**src/rtl/rtc_pkg.sv**
```systemverilog
// Shared field widths, limits, month codes and the Gregorian leap rule for the
// RTC calendar core and its helpers.
package rtc_pkg;

    localparam int SEC_W  = 6;
    localparam int MIN_W  = 6;
    localparam int HOUR_W = 5;
    localparam int DAY_W  = 5;
    localparam int MON_W  = 4;

    localparam logic [SEC_W-1:0]  SEC_MAX  = 6'd59;
    localparam logic [MIN_W-1:0]  MIN_MAX  = 6'd59;
    localparam logic [HOUR_W-1:0] HOUR_MAX = 5'd23;

    localparam logic [MON_W-1:0] JAN = 4'd1;
    localparam logic [MON_W-1:0] FEB = 4'd2;
    localparam logic [MON_W-1:0] MAR = 4'd3;
    localparam logic [MON_W-1:0] APR = 4'd4;
    localparam logic [MON_W-1:0] MAY = 4'd5;
    localparam logic [MON_W-1:0] JUN = 4'd6;
    localparam logic [MON_W-1:0] JUL = 4'd7;
    localparam logic [MON_W-1:0] AUG = 4'd8;
    localparam logic [MON_W-1:0] SEP = 4'd9;
    localparam logic [MON_W-1:0] OCT = 4'd10;
    localparam logic [MON_W-1:0] NOV = 4'd11;
    localparam logic [MON_W-1:0] DEC = 4'd12;

    // Gregorian leap test on a zero-extended year (constant-divisor modulo
    // maps to plain logic for widths up to 16 bits). Year 0 counts as leap.
    function automatic logic is_leap(input logic [15:0] year);
        logic div_100;
        logic div_400;
        div_100 = ((year % 16'd100) == 16'd0);
        div_400 = ((year % 16'd400) == 16'd0);
        return (year[1:0] == 2'b00) && (!div_100 || div_400);
    endfunction

endpackage

```
**src/rtl/rtc_days_in_month.sv**
```systemverilog
// Combinational month length lookup: (month, year) -> number of days.
// Out-of-range month codes report 31; callers range-check the month themselves.
module rtc_days_in_month
    import rtc_pkg::*;
#(
    parameter int YEAR_W = 12
) (
    input  logic [MON_W-1:0]  i_month,
    input  logic [YEAR_W-1:0] i_year,
    output logic [DAY_W-1:0]  o_days
);

    logic [15:0] w_year16;
    logic        w_leap;

    assign w_year16 = 16'(i_year);
    assign w_leap   = is_leap(w_year16);

    // Month length table with the February leap adjustment.
    always_comb begin
        o_days = 5'd31;
        case (i_month)
            APR, JUN, SEP, NOV: o_days = 5'd30;
            FEB:                o_days = w_leap ? 5'd29 : 5'd28;
            default:            o_days = 5'd31;
        endcase
    end

endmodule

```
**src/rtl/rtc_calendar_core.sv**
```systemverilog
// Time-of-day plus Gregorian date keeper with clock prescaler, run/stop,
// validated synchronous load and one-cycle rollover strobes.
// Optional alarm comparator is compiled in when RTC_ALARM_EN is defined.
module rtc_calendar_core
    import rtc_pkg::*;
#(
    parameter int TICK_DIV   = 1,
    parameter int YEAR_W     = 12,
    parameter int RESET_YEAR = 2000
) (
    input  logic              clk,
    input  logic              rst_p,
    input  logic              run,
    input  logic              load,
    input  logic [5:0]        ld_sec,
    input  logic [5:0]        ld_min,
    input  logic [4:0]        ld_hour,
    input  logic [4:0]        ld_day,
    input  logic [3:0]        ld_month,
    input  logic [YEAR_W-1:0] ld_year,
    output logic [5:0]        sec,
    output logic [5:0]        min,
    output logic [4:0]        hour,
    output logic [4:0]        day,
    output logic [3:0]        month,
    output logic [YEAR_W-1:0] year,
    output logic              sec_tick,
    output logic              day_roll,
    output logic              load_err
`ifdef RTC_ALARM_EN
    ,
    input  logic              alarm_arm,
    input  logic [4:0]        alarm_hour,
    input  logic [5:0]        alarm_min,
    output logic              alarm_hit
`endif
);

    localparam int                DIV_W    = (TICK_DIV > 1) ? $clog2(TICK_DIV) : 1;
    localparam logic [DIV_W-1:0]  DIV_LAST = DIV_W'(TICK_DIV - 1);
    localparam logic [YEAR_W-1:0] RST_YEAR = YEAR_W'(RESET_YEAR);

    logic [DIV_W-1:0]  r_div_cnt;
    logic [SEC_W-1:0]  r_sec;
    logic [MIN_W-1:0]  r_min;
    logic [HOUR_W-1:0] r_hour;
    logic [DAY_W-1:0]  r_day;
    logic [MON_W-1:0]  r_month;
    logic [YEAR_W-1:0] r_year;
    logic              r_sec_tick;
    logic              r_day_roll;
    logic              r_load_err;

    logic              w_tick;
    logic              w_ld_valid;
    logic [DAY_W-1:0]  w_dim;
    logic [DAY_W-1:0]  w_ld_dim;
    logic              w_sec_wrap;
    logic              w_min_wrap;
    logic              w_hour_wrap;
    logic              w_day_wrap;
    logic              w_mon_wrap;
    logic [SEC_W-1:0]  w_sec_nx;
    logic [MIN_W-1:0]  w_min_nx;
    logic [HOUR_W-1:0] w_hour_nx;
    logic [DAY_W-1:0]  w_day_nx;
    logic [MON_W-1:0]  w_month_nx;
    logic [YEAR_W-1:0] w_year_nx;

    // Length of the month currently shown, for the day carry.
    rtc_days_in_month #(.YEAR_W(YEAR_W)) u_dim_cur (
        .i_month (r_month),
        .i_year  (r_year),
        .o_days  (w_dim)
    );

    // Length of the month being loaded, for load validation.
    rtc_days_in_month #(.YEAR_W(YEAR_W)) u_dim_ld (
        .i_month (ld_month),
        .i_year  (ld_year),
        .o_days  (w_ld_dim)
    );

    assign w_tick = run && (r_div_cnt == DIV_LAST);

    // Range check of all load fields in the load cycle.
    always_comb begin
        w_ld_valid = (ld_sec <= SEC_MAX) && (ld_min <= MIN_MAX) &&
                     (ld_hour <= HOUR_MAX) &&
                     (ld_month >= JAN) && (ld_month <= DEC) &&
                     (ld_day >= 5'd1) && (ld_day <= w_ld_dim);
    end

    // One-second advance chain; every field's next value is computed in parallel.
    always_comb begin
        w_sec_wrap  = (r_sec == SEC_MAX);
        w_min_wrap  = w_sec_wrap && (r_min == MIN_MAX);
        w_hour_wrap = w_min_wrap && (r_hour == HOUR_MAX);
        w_day_wrap  = w_hour_wrap && (r_day == w_dim);
        w_mon_wrap  = w_day_wrap && (r_month == DEC);

        w_sec_nx   = w_sec_wrap ? '0 : r_sec + 1'b1;
        w_min_nx   = !w_sec_wrap ? r_min : (w_min_wrap ? '0 : r_min + 1'b1);
        w_hour_nx  = !w_min_wrap ? r_hour : (w_hour_wrap ? '0 : r_hour + 1'b1);
        w_day_nx   = !w_hour_wrap ? r_day : (w_day_wrap ? 5'd1 : r_day + 1'b1);
        w_month_nx = !w_day_wrap ? r_month : (w_mon_wrap ? JAN : r_month + 1'b1);
        // Natural overflow of the YEAR_W-bit adder gives the max->0 wrap.
        w_year_nx  = w_mon_wrap ? r_year + 1'b1 : r_year;
    end

    // Prescaler, calendar registers and strobes; reset beats valid load beats tick.
    always_ff @(posedge clk) begin
        if (rst_p) begin
            r_div_cnt  <= '0;
            r_sec      <= '0;
            r_min      <= '0;
            r_hour     <= '0;
            r_day      <= 5'd1;
            r_month    <= JAN;
            r_year     <= RST_YEAR;
            r_sec_tick <= 1'b0;
            r_day_roll <= 1'b0;
            r_load_err <= 1'b0;
        end else begin
            r_sec_tick <= 1'b0;
            r_day_roll <= 1'b0;
            r_load_err <= 1'b0;
            if (load && w_ld_valid) begin
                // A coincident tick is dropped so the loaded value appears as-is.
                r_div_cnt <= '0;
                r_sec     <= ld_sec;
                r_min     <= ld_min;
                r_hour    <= ld_hour;
                r_day     <= ld_day;
                r_month   <= ld_month;
                r_year    <= ld_year;
            end else begin
                r_load_err <= load;
                if (w_tick) begin
                    r_div_cnt  <= '0;
                    r_sec      <= w_sec_nx;
                    r_min      <= w_min_nx;
                    r_hour     <= w_hour_nx;
                    r_day      <= w_day_nx;
                    r_month    <= w_month_nx;
                    r_year     <= w_year_nx;
                    r_sec_tick <= 1'b1;
                    r_day_roll <= w_hour_wrap;
                end else if (run) begin
                    r_div_cnt <= r_div_cnt + 1'b1;
                end
            end
        end
    end

`ifdef RTC_ALARM_EN
    logic r_alarm_hit;

    // Alarm fires only on a tick-driven advance landing on hh:mm:00.
    always_ff @(posedge clk) begin
        if (rst_p) begin
            r_alarm_hit <= 1'b0;
        end else begin
            r_alarm_hit <= !(load && w_ld_valid) && w_tick && alarm_arm &&
                           (w_sec_nx == '0) && (w_hour_nx == alarm_hour) &&
                           (w_min_nx == alarm_min);
        end
    end

    assign alarm_hit = r_alarm_hit;
`endif

    assign sec      = r_sec;
    assign min      = r_min;
    assign hour     = r_hour;
    assign day      = r_day;
    assign month    = r_month;
    assign year     = r_year;
    assign sec_tick = r_sec_tick;
    assign day_roll = r_day_roll;
    assign load_err = r_load_err;

endmodule
```
**config.mk**
```make
export PLATFORM = sky130hd
export DESIGN_NAME = rtc_calendar_core
export DESIGN_NICKNAME = d
export VERILOG_FILES = /design/src/rtl/rtc_pkg.sv /design/src/rtl/rtc_days_in_month.sv /design/src/rtl/rtc_calendar_core.sv
export SDC_FILE = /design/constraint.sdc
export NUM_CORES = 1
export LEC_CHECK = 0
export ABC_AREA = 1
export ABC_CLOCK_PERIOD_IN_PS = 6500
export CAP_MARGIN = 20
export CORE_MARGIN = 2
export CORE_UTILIZATION = 53
export DETAILED_ROUTE_END_ITERATION = 16
export MAX_ROUTING_LAYER = met4
export PLACE_DENSITY = 0.81
export SYNTH_ARGS = -nofsm -noshare
export SYNTH_HDL_FRONTEND = slang
export SYNTH_SLANG_ARGS = --single-unit
```
**constraint.sdc**
```tcl
create_clock -name clk -period 6.5 [get_ports clk]
set_input_delay 0.65 -clock clk [delete_from_list [all_inputs] [get_ports clk]]
set_output_delay 0.65 -clock clk [all_outputs]
set_load 0.02 [all_outputs]
```
Yosys cells after proc, flatten, opt, wreduce, memory -nomap -nowiden

Cells that the tools add are included.

Equal/unequal tests: 15
Multiply operators: 0
Divide/modulo/power cells: 4
Mux-type cells: 27
Shifts and indexed selects: 0
Add/sub/neg operators: 7
Bitwise operators: 2
$lt $le $gt $ge: 7
Reduce and logical (&&, ||, !) cells: 40

Operators with widths:

| operator              | number |
|---|---|
| $logic_not 16->1      | 4 |
| $mux 6                | 7 |
| $mux 5                | 8 |
| $mux 12               | 3 |
| $mod 12x7->16 const B | 2 |
| $mod 12x9->16 const B | 2 |
| $eq 4x4->1 const B    | 5 |
| $pmux 5 s2            | 2 |
| $eq 4x3->1 const B    | 4 |
| $mux 4                | 4 |
| $logic_and 1x1->1     | 14 |
| $add 12x1->12 const B | 1 |
| $add 6x1->6 const B   | 2 |
| $eq 6x6->1 const B    | 2 |
| $le 6x6->1 const B    | 2 |
| $reduce_bool 2->1     | 6 |
| $add 5x1->5 const B   | 2 |
| $reduce_and 2->1      | 5 |
| $eq 4x2->1 const B    | 2 |
| $reduce_or 4->1       | 2 |
| $reduce_or 3->1       | 2 |
| $eq 5x5->1            | 1 |
| $eq 5x5->1 const B    | 1 |
| $ge 5x1->1 const B    | 1 |
| other kinds (12)      | 18 |

Input bits: 42
Logic and storage cells: 112
Output and inout bits: 41
Flip-flop bits (word level): 42
Memories: 0
Bits in latches: 0
Memory bits (read-only): 0
RAM bits: 0

Longest topological paths before layout

Depth after elaboration: 14
Mapped depth: 50
Depth with buffers taken out: 49

Modules after synthesis

A second synthesis with hierarchy kept.

Cell total of the unflattened synthesis: 901
Area, all modules: 5,308.8 um^2

Modules (own cells, without submodules):

| module            | cells an instance | instances | seq. area each (um^2) | area an instance (um^2) |
|---|---|---|---|---|
| rtc_calendar_core | 505               | 1         | 840.8                 | 3,146.8 |
| rtc_days_in_month | 198               | 2         | 0.0                   | 1,081.0 |

Worst setup path before layout

OpenSTA, ideal clock, no wires.

Path type: input port to flip-flop
From: input port ld_year[8]
To: register r_sec[3] (netlist: sec[3])
Path buffers: 2
Library setup time: 0.057 ns
Setup slack: 0.732 ns
Arrival: 5.711 ns
Required time: 6.443 ns
Stages on the path: 40
Cell sequence: nor2_1 > a21oi_2 > nand2_1 > nand4_1 > nand3_1 > nand2_1 > nand2_1 > nor2_1 > a21oi_1 > a21oi_1 > nor2_1 > nand2_1 > nand2_1 > nand2_1 > or2_2 > xor2_1 > nor2_1 > inv_1 > [4 not listed] > xor2_1 > o21ai_0 > a21oi_1 > nand2_1 > nand2_1 > a21oi_1 > ha_1 > a211oi_1 > a221oi_1 > nand2_1 > clkinv_1 > nor2_1 > clkbuf_1 > nor2_1 > clkbuf_1 > o32ai_1 > nand2_1 > inv_1

Longest elaborated chain between the ends: 11
Elaborated cells on any way between the ends: 14
Those cells by class: div (2); order compare (1); mux (3); reduce/logical (8)

Ends and longest elaborated chain:

| element                                     | RTL line                 | text |
|---|---|---|
| from (decl)                                 | rtc_calendar_core.sv:20  | `input logic [YEAR_W-1:0] ld_year,` |
| $mod 12x7->16                               | rtc_pkg.sv:33            | `div_100 = ((year % 16'd100) == 16'd0);` |
| $logic_not 16->1                            | rtc_pkg.sv:33            |  |
| $logic_not 1->1                             | rtc_pkg.sv:35            | `return (year[1:0] == 2'b00) && (!div_100 \|\| div_400);` |
| $logic_or 1x1->1 (*)                        | rtc_pkg.sv:35            |  |
| $logic_and 1x1->1 (*)                       | rtc_pkg.sv:35            |  |
| $mux 1 (*)                                  | rtc_days_in_month.sv:24  | `FEB: o_days = w_leap ? 5'd29 : 5'd28;` |
| $pmux 5 s2 (*)                              | rtc_days_in_month.sv:22  | `case (i_month)` |
| $le 5x5->1 (*)                              | rtc_calendar_core.sv:91  | `(ld_day >= 5'd1) && (ld_day <= w_ld_dim);` |
| $logic_and 1x1->1 (*)                       | rtc_calendar_core.sv:91  |  |
| $logic_and 1x1->1 (*)                       | rtc_calendar_core.sv:128 | `if (load && w_ld_valid) begin` |
| $mux 6 or $reduce_bool 2->1 (tied branches) | -                        |  |
| to (signal assigned)                        | rtc_calendar_core.sv:131 | `r_sec <= ld_sec;` |
| to (signal assigned)                        | rtc_calendar_core.sv:141 | `r_sec <= w_sec_nx;` |
| to (decl)                                   | rtc_calendar_core.sv:44  | `logic [SEC_W-1:0] r_sec;` |

Every way passes the cells marked *; elsewhere a longest branch is shown, timed or not.
A chain may end at the register's enable or synchronous reset.

Final worst setup path

From: input port ld_year[9]
To: register r_month[2] (netlist: month[2])

Longest elaborated chain between the ends: 12
Elaborated cells on any way between the ends: 16
Those cells by class: div (2); order compare (1); mux (3); reduce/logical (10)

Ends and longest elaborated chain:

| element                     | RTL line                 | text |
|---|---|---|
| $mod 12x7->16               | rtc_pkg.sv:33            |  |
| $logic_not 16->1            | rtc_pkg.sv:33            |  |
| $logic_not 1->1             | rtc_pkg.sv:35            |  |
| $logic_or 1x1->1 (*)        | rtc_pkg.sv:35            |  |
| $logic_and 1x1->1 (*)       | rtc_pkg.sv:35            |  |
| $mux 1 (*)                  | rtc_days_in_month.sv:24  |  |
| $pmux 5 s2 (*)              | rtc_days_in_month.sv:22  |  |
| $le 5x5->1 (*)              | rtc_calendar_core.sv:91  |  |
| $logic_and 1x1->1 (*)       | rtc_calendar_core.sv:91  |  |
| $logic_and 1x1->1 (*)       | rtc_calendar_core.sv:128 |  |
| $reduce_bool 2->1 (no line) | -                        |  |
| $reduce_and 2->1 (no line)  | -                        |  |
| to (signal assigned)        | rtc_calendar_core.sv:135 | `r_month <= ld_month;` |
| to (signal assigned)        | rtc_calendar_core.sv:145 | `r_month <= w_month_nx;` |
| to (decl)                   | rtc_calendar_core.sv:48  | `logic [MON_W-1:0] r_month;` |

Marks and branches as above.

==> impl_results.md <==
- # rows: 32
- Commonest register cell after synthesis: dfxtp_1
- H-tree levels: 2
- I/O pin count: 83
- Wire per inst: 13.68 um
- CP Capture Type: flip-flop
- Arrival time at the worst endpoint: 6.34 ns
- Die Y: 93.84 um
- Leakage power: 2.632 nW
- WP data required: 6.69 ns
- Register area share after synthesis: 19.65%
- DPL Wire Length: 9567 um
- Root Buffer: clkbuf_8
- PortBufs: 82
- First-pass GRT wire length: 20,290 um
- Max-slew violations: 0
- Drt pass-1 iters: 5
- Vias post-DR: 5,076
- Number of synthesized flops with an enable pin: 0
- Antenna Nets Post-Route: 0
- Synth Area per Inst: 5.933 um2
- Asr flop ratio synth: 0%
- Synth area leaders: dfxtp_1 (20%), nand2_1 (16%), nand3_1 (8.5%)
- Via-to-Cell Ratio: 5.572
- Most Frequent Cell on Critical Path: nand2_1
- Final Worst Setup Slack: 0.3525 ns
- Clock sink count: 42
- Core Footprint: 7767 um2
- CTS tree: done
- Synthesized area: 4278 um2
- Cts bufs inserted: 5
- Share of cells above drive strength 1: 13.10%
- Status: completed
- Max-cap violations: 0
- Max VDD drop: 103.3 uV
- Gr usage total: 28.35%
- Initial Util: 55.07%
- Nets@finish: 862
- Final worst clock skew: 0.01271 ns
- Cell accounting for the most synthesized area: dfxtp_1
- Clk slew on worst S/H paths: 0.09 ns
- Reg area: 840.8 um2
- Post-Synthesis Cells: 721
- Post-synth cell types: 49
- Hold Path Class: reg -> reg
- Vias in the first global route: 4,617
- DIE AREA: 8806 um2
- WL final: 12,470 um
- Overall die width: 93.84 um
- Clock buffer depth: 2
- Largest net degree at the start of global routing: 36
- Syn-to-layout area delta: 27.82%
- Tcrit/Tclk final: 94.58%
- Layout filler cell count: 693
- Yosys warning count: 0
- Crit path kind: in -> reg
- Setup WS pre-CTS: -0.3172 ns
- Gr ovfl total: 0
- Diodes inserted: 0
- RD Place Congestion: 0.9371
- Yosys reg bits: 42
- Clk_lat worst skew: 0.30 ns
- Critical Path Max Stage Delay: 0.49 ns
- CP max-delay cell: clkdlybuf4s50_1
- Post-Syn Nets: 775
- Number of DRC markers in iteration 0: 343
- Final Hold Viols: 0
- Slew headroom: 31.19%
- Cts hold-fix bufs: 0
- Tmin final: 6.147 ns
- Setup violators final: 0
- Area of the multi-input gates: 3065 um2
- Post-synth top area share: 19.65%
- Final core occ: 70.39%
- P per Cell Area: 197.7 nW/um2
- Tightest Pin Transition: 1.031 ns
- Initial antenna violation count: 0
- Residual DRC: 0
- Max FO, Critical Path: 19
- F_max: 162.7 MHz
- Crit start category: primary input
-- cells by family after synthesis --
| family | Yosys count | share of synthesized area (%) |
|---|---|---|
| and+or+nand+nor | 418 | 46.30 |
| buffers and inverters | 122 | 11.35 |
| muxes | 2 | 0.4680 |
| adders and majority gates | 12 | 3.510 |
| DFF | 42 | 19.65 |
| xor gates and xnor gates | 22 | 4.504 |
| AOI/OAI and AO/OA | 103 | 14.22 |
-- cells in the mapped netlist, types with 3 or more instances --
cell type    n
buf_2        3
nand4_1     26
ha_1        12
or2_2        3
nor2_1      68
nor2_4       3
dfxtp_1     42
o21ai_1      3
nand2_4      9
inv_1       88
nor4_1       7
inv_2       11
xnor2_1      6
nand2_2     17
a21oi_1     20
o21ai_0     46
clkinv_1     4
nand3_1     73
nor2_2       3
o221ai_1     3
a211oi_1     5
nand3_2      6
xor2_1      16
nor3_1      11
clkbuf_1    10
a31oi_1      9
nand2_1    187
a22oi_1      3
-- critical path, delay by kind of cell --
kind | cells | cell delay, ns
fa+ha+maj | 1 | 0.28
buf+inv | 7 | 1.25
compound gates | 7 | 0.89
xor+xnor | 1 | 0.20
simple gates | 31 | 3.00
-- routing by layer --
metal | part of all wire [%] | wire [um] | vias up | global-route usage (%)
met5 | 0 | 0 | - | -
met3 | 5.7 | 707 | 16 | 3.451
li1 | - | - | 2553 | -
met4 | 1.1 | 134 | 0 | 6.522
met2 | 50 | 6292 | 194 | 49.94
met1 | 43 | 5333 | 2313 | 34.66
-- through the flow --
step / power (W) / area [um2] / cells / setup TNS, ns / hold slack, ns
6_report: 0.001081 / 5468 / 911 / 0 / 0.4816
3_3_place_gp: 0.0008541 / 5177 / 893 / 0 / 0.4370
3_5_place_dp: 0.0008735 / 5177 / 893 / -5.185 / 0.4660
2_1_floorplan: 0.0007267 / 4278 / 721 / 0 / 0.4213
4_1_cts: 0.001045 / 5268 / 901 / 0 / 0.4800
5_1_grt: 0.001170 / 5468 / 911 / -0.7624 / 0.5254
-- power by group --
part	switching (W)	leakage [nW]	internal, W
logic	0.000380	2.25	0.000232
registers	0.0000231	0.343	0.000273
clock network	0.0000981	0.0441	0.0000756
total	0.000501	2.63	0.000580
-- final timing paths --
path                                  from   endpoint  slack, ns  cells past startpoint
worst min register to register   r_div_cnt  r_div_cnt       0.48                      2
worst min-delay path             r_div_cnt  r_div_cnt       0.48                      2
worst max-delay path            ld_year[9]   month[2]       0.35                     47
worst max register to register     year[8]    year[2]       2.20                     36
-- layout make-up --
class / count / area share (%)
Multi-Input combinational cell: 558 / 56.06
Timing Repair Buffer: 97 / 17.41
Sequential cell: 42 / 15.38
Inverter: 104 / 7.162
Tap cell: 102 / 2.334
Clock buffer: 5 / 1.259
Clock inverter: 3 / 0.3890
-- state kept, by name, summed over array words and instances (netlist names) --
name	flops
load_err	1
month	4
r_div_cnt	1
hour	5
year	12
sec	6
day_roll	1
day	5
min	6
sec_tick	1
-- layout by cell type (no fill, tap or decap), drive strengths merged, types with 2 or more instances in the layout --
| cell type | count |
|---|---|
| a211oi | 5 |
| a21oi | 22 |
| a22oi | 3 |
| a31oi | 9 |
| buf | 15 |
| clkbuf | 5 |
| clkdlybuf4s50 | 81 |
| clkinv | 6 |
| dfxtp | 42 |
| ha | 12 |
| inv | 100 |
| mux2i | 2 |
| nand2 | 213 |
| nand3 | 81 |
| nand4 | 28 |
| nor2 | 74 |
| nor3 | 11 |
| nor4 | 7 |
| o211ai | 2 |
| o21ai | 50 |
| o221ai | 3 |
| o22ai | 2 |
| or2 | 3 |
| xnor2 | 6 |
| xor2 | 16 |
-- what timing repair did --
action | CTS | global route
setup endpoints to repair | 0 | 39
buffers inserted | 0 | 9
resized for setup | 0 | 36
(Power assumes the default switching activity.)
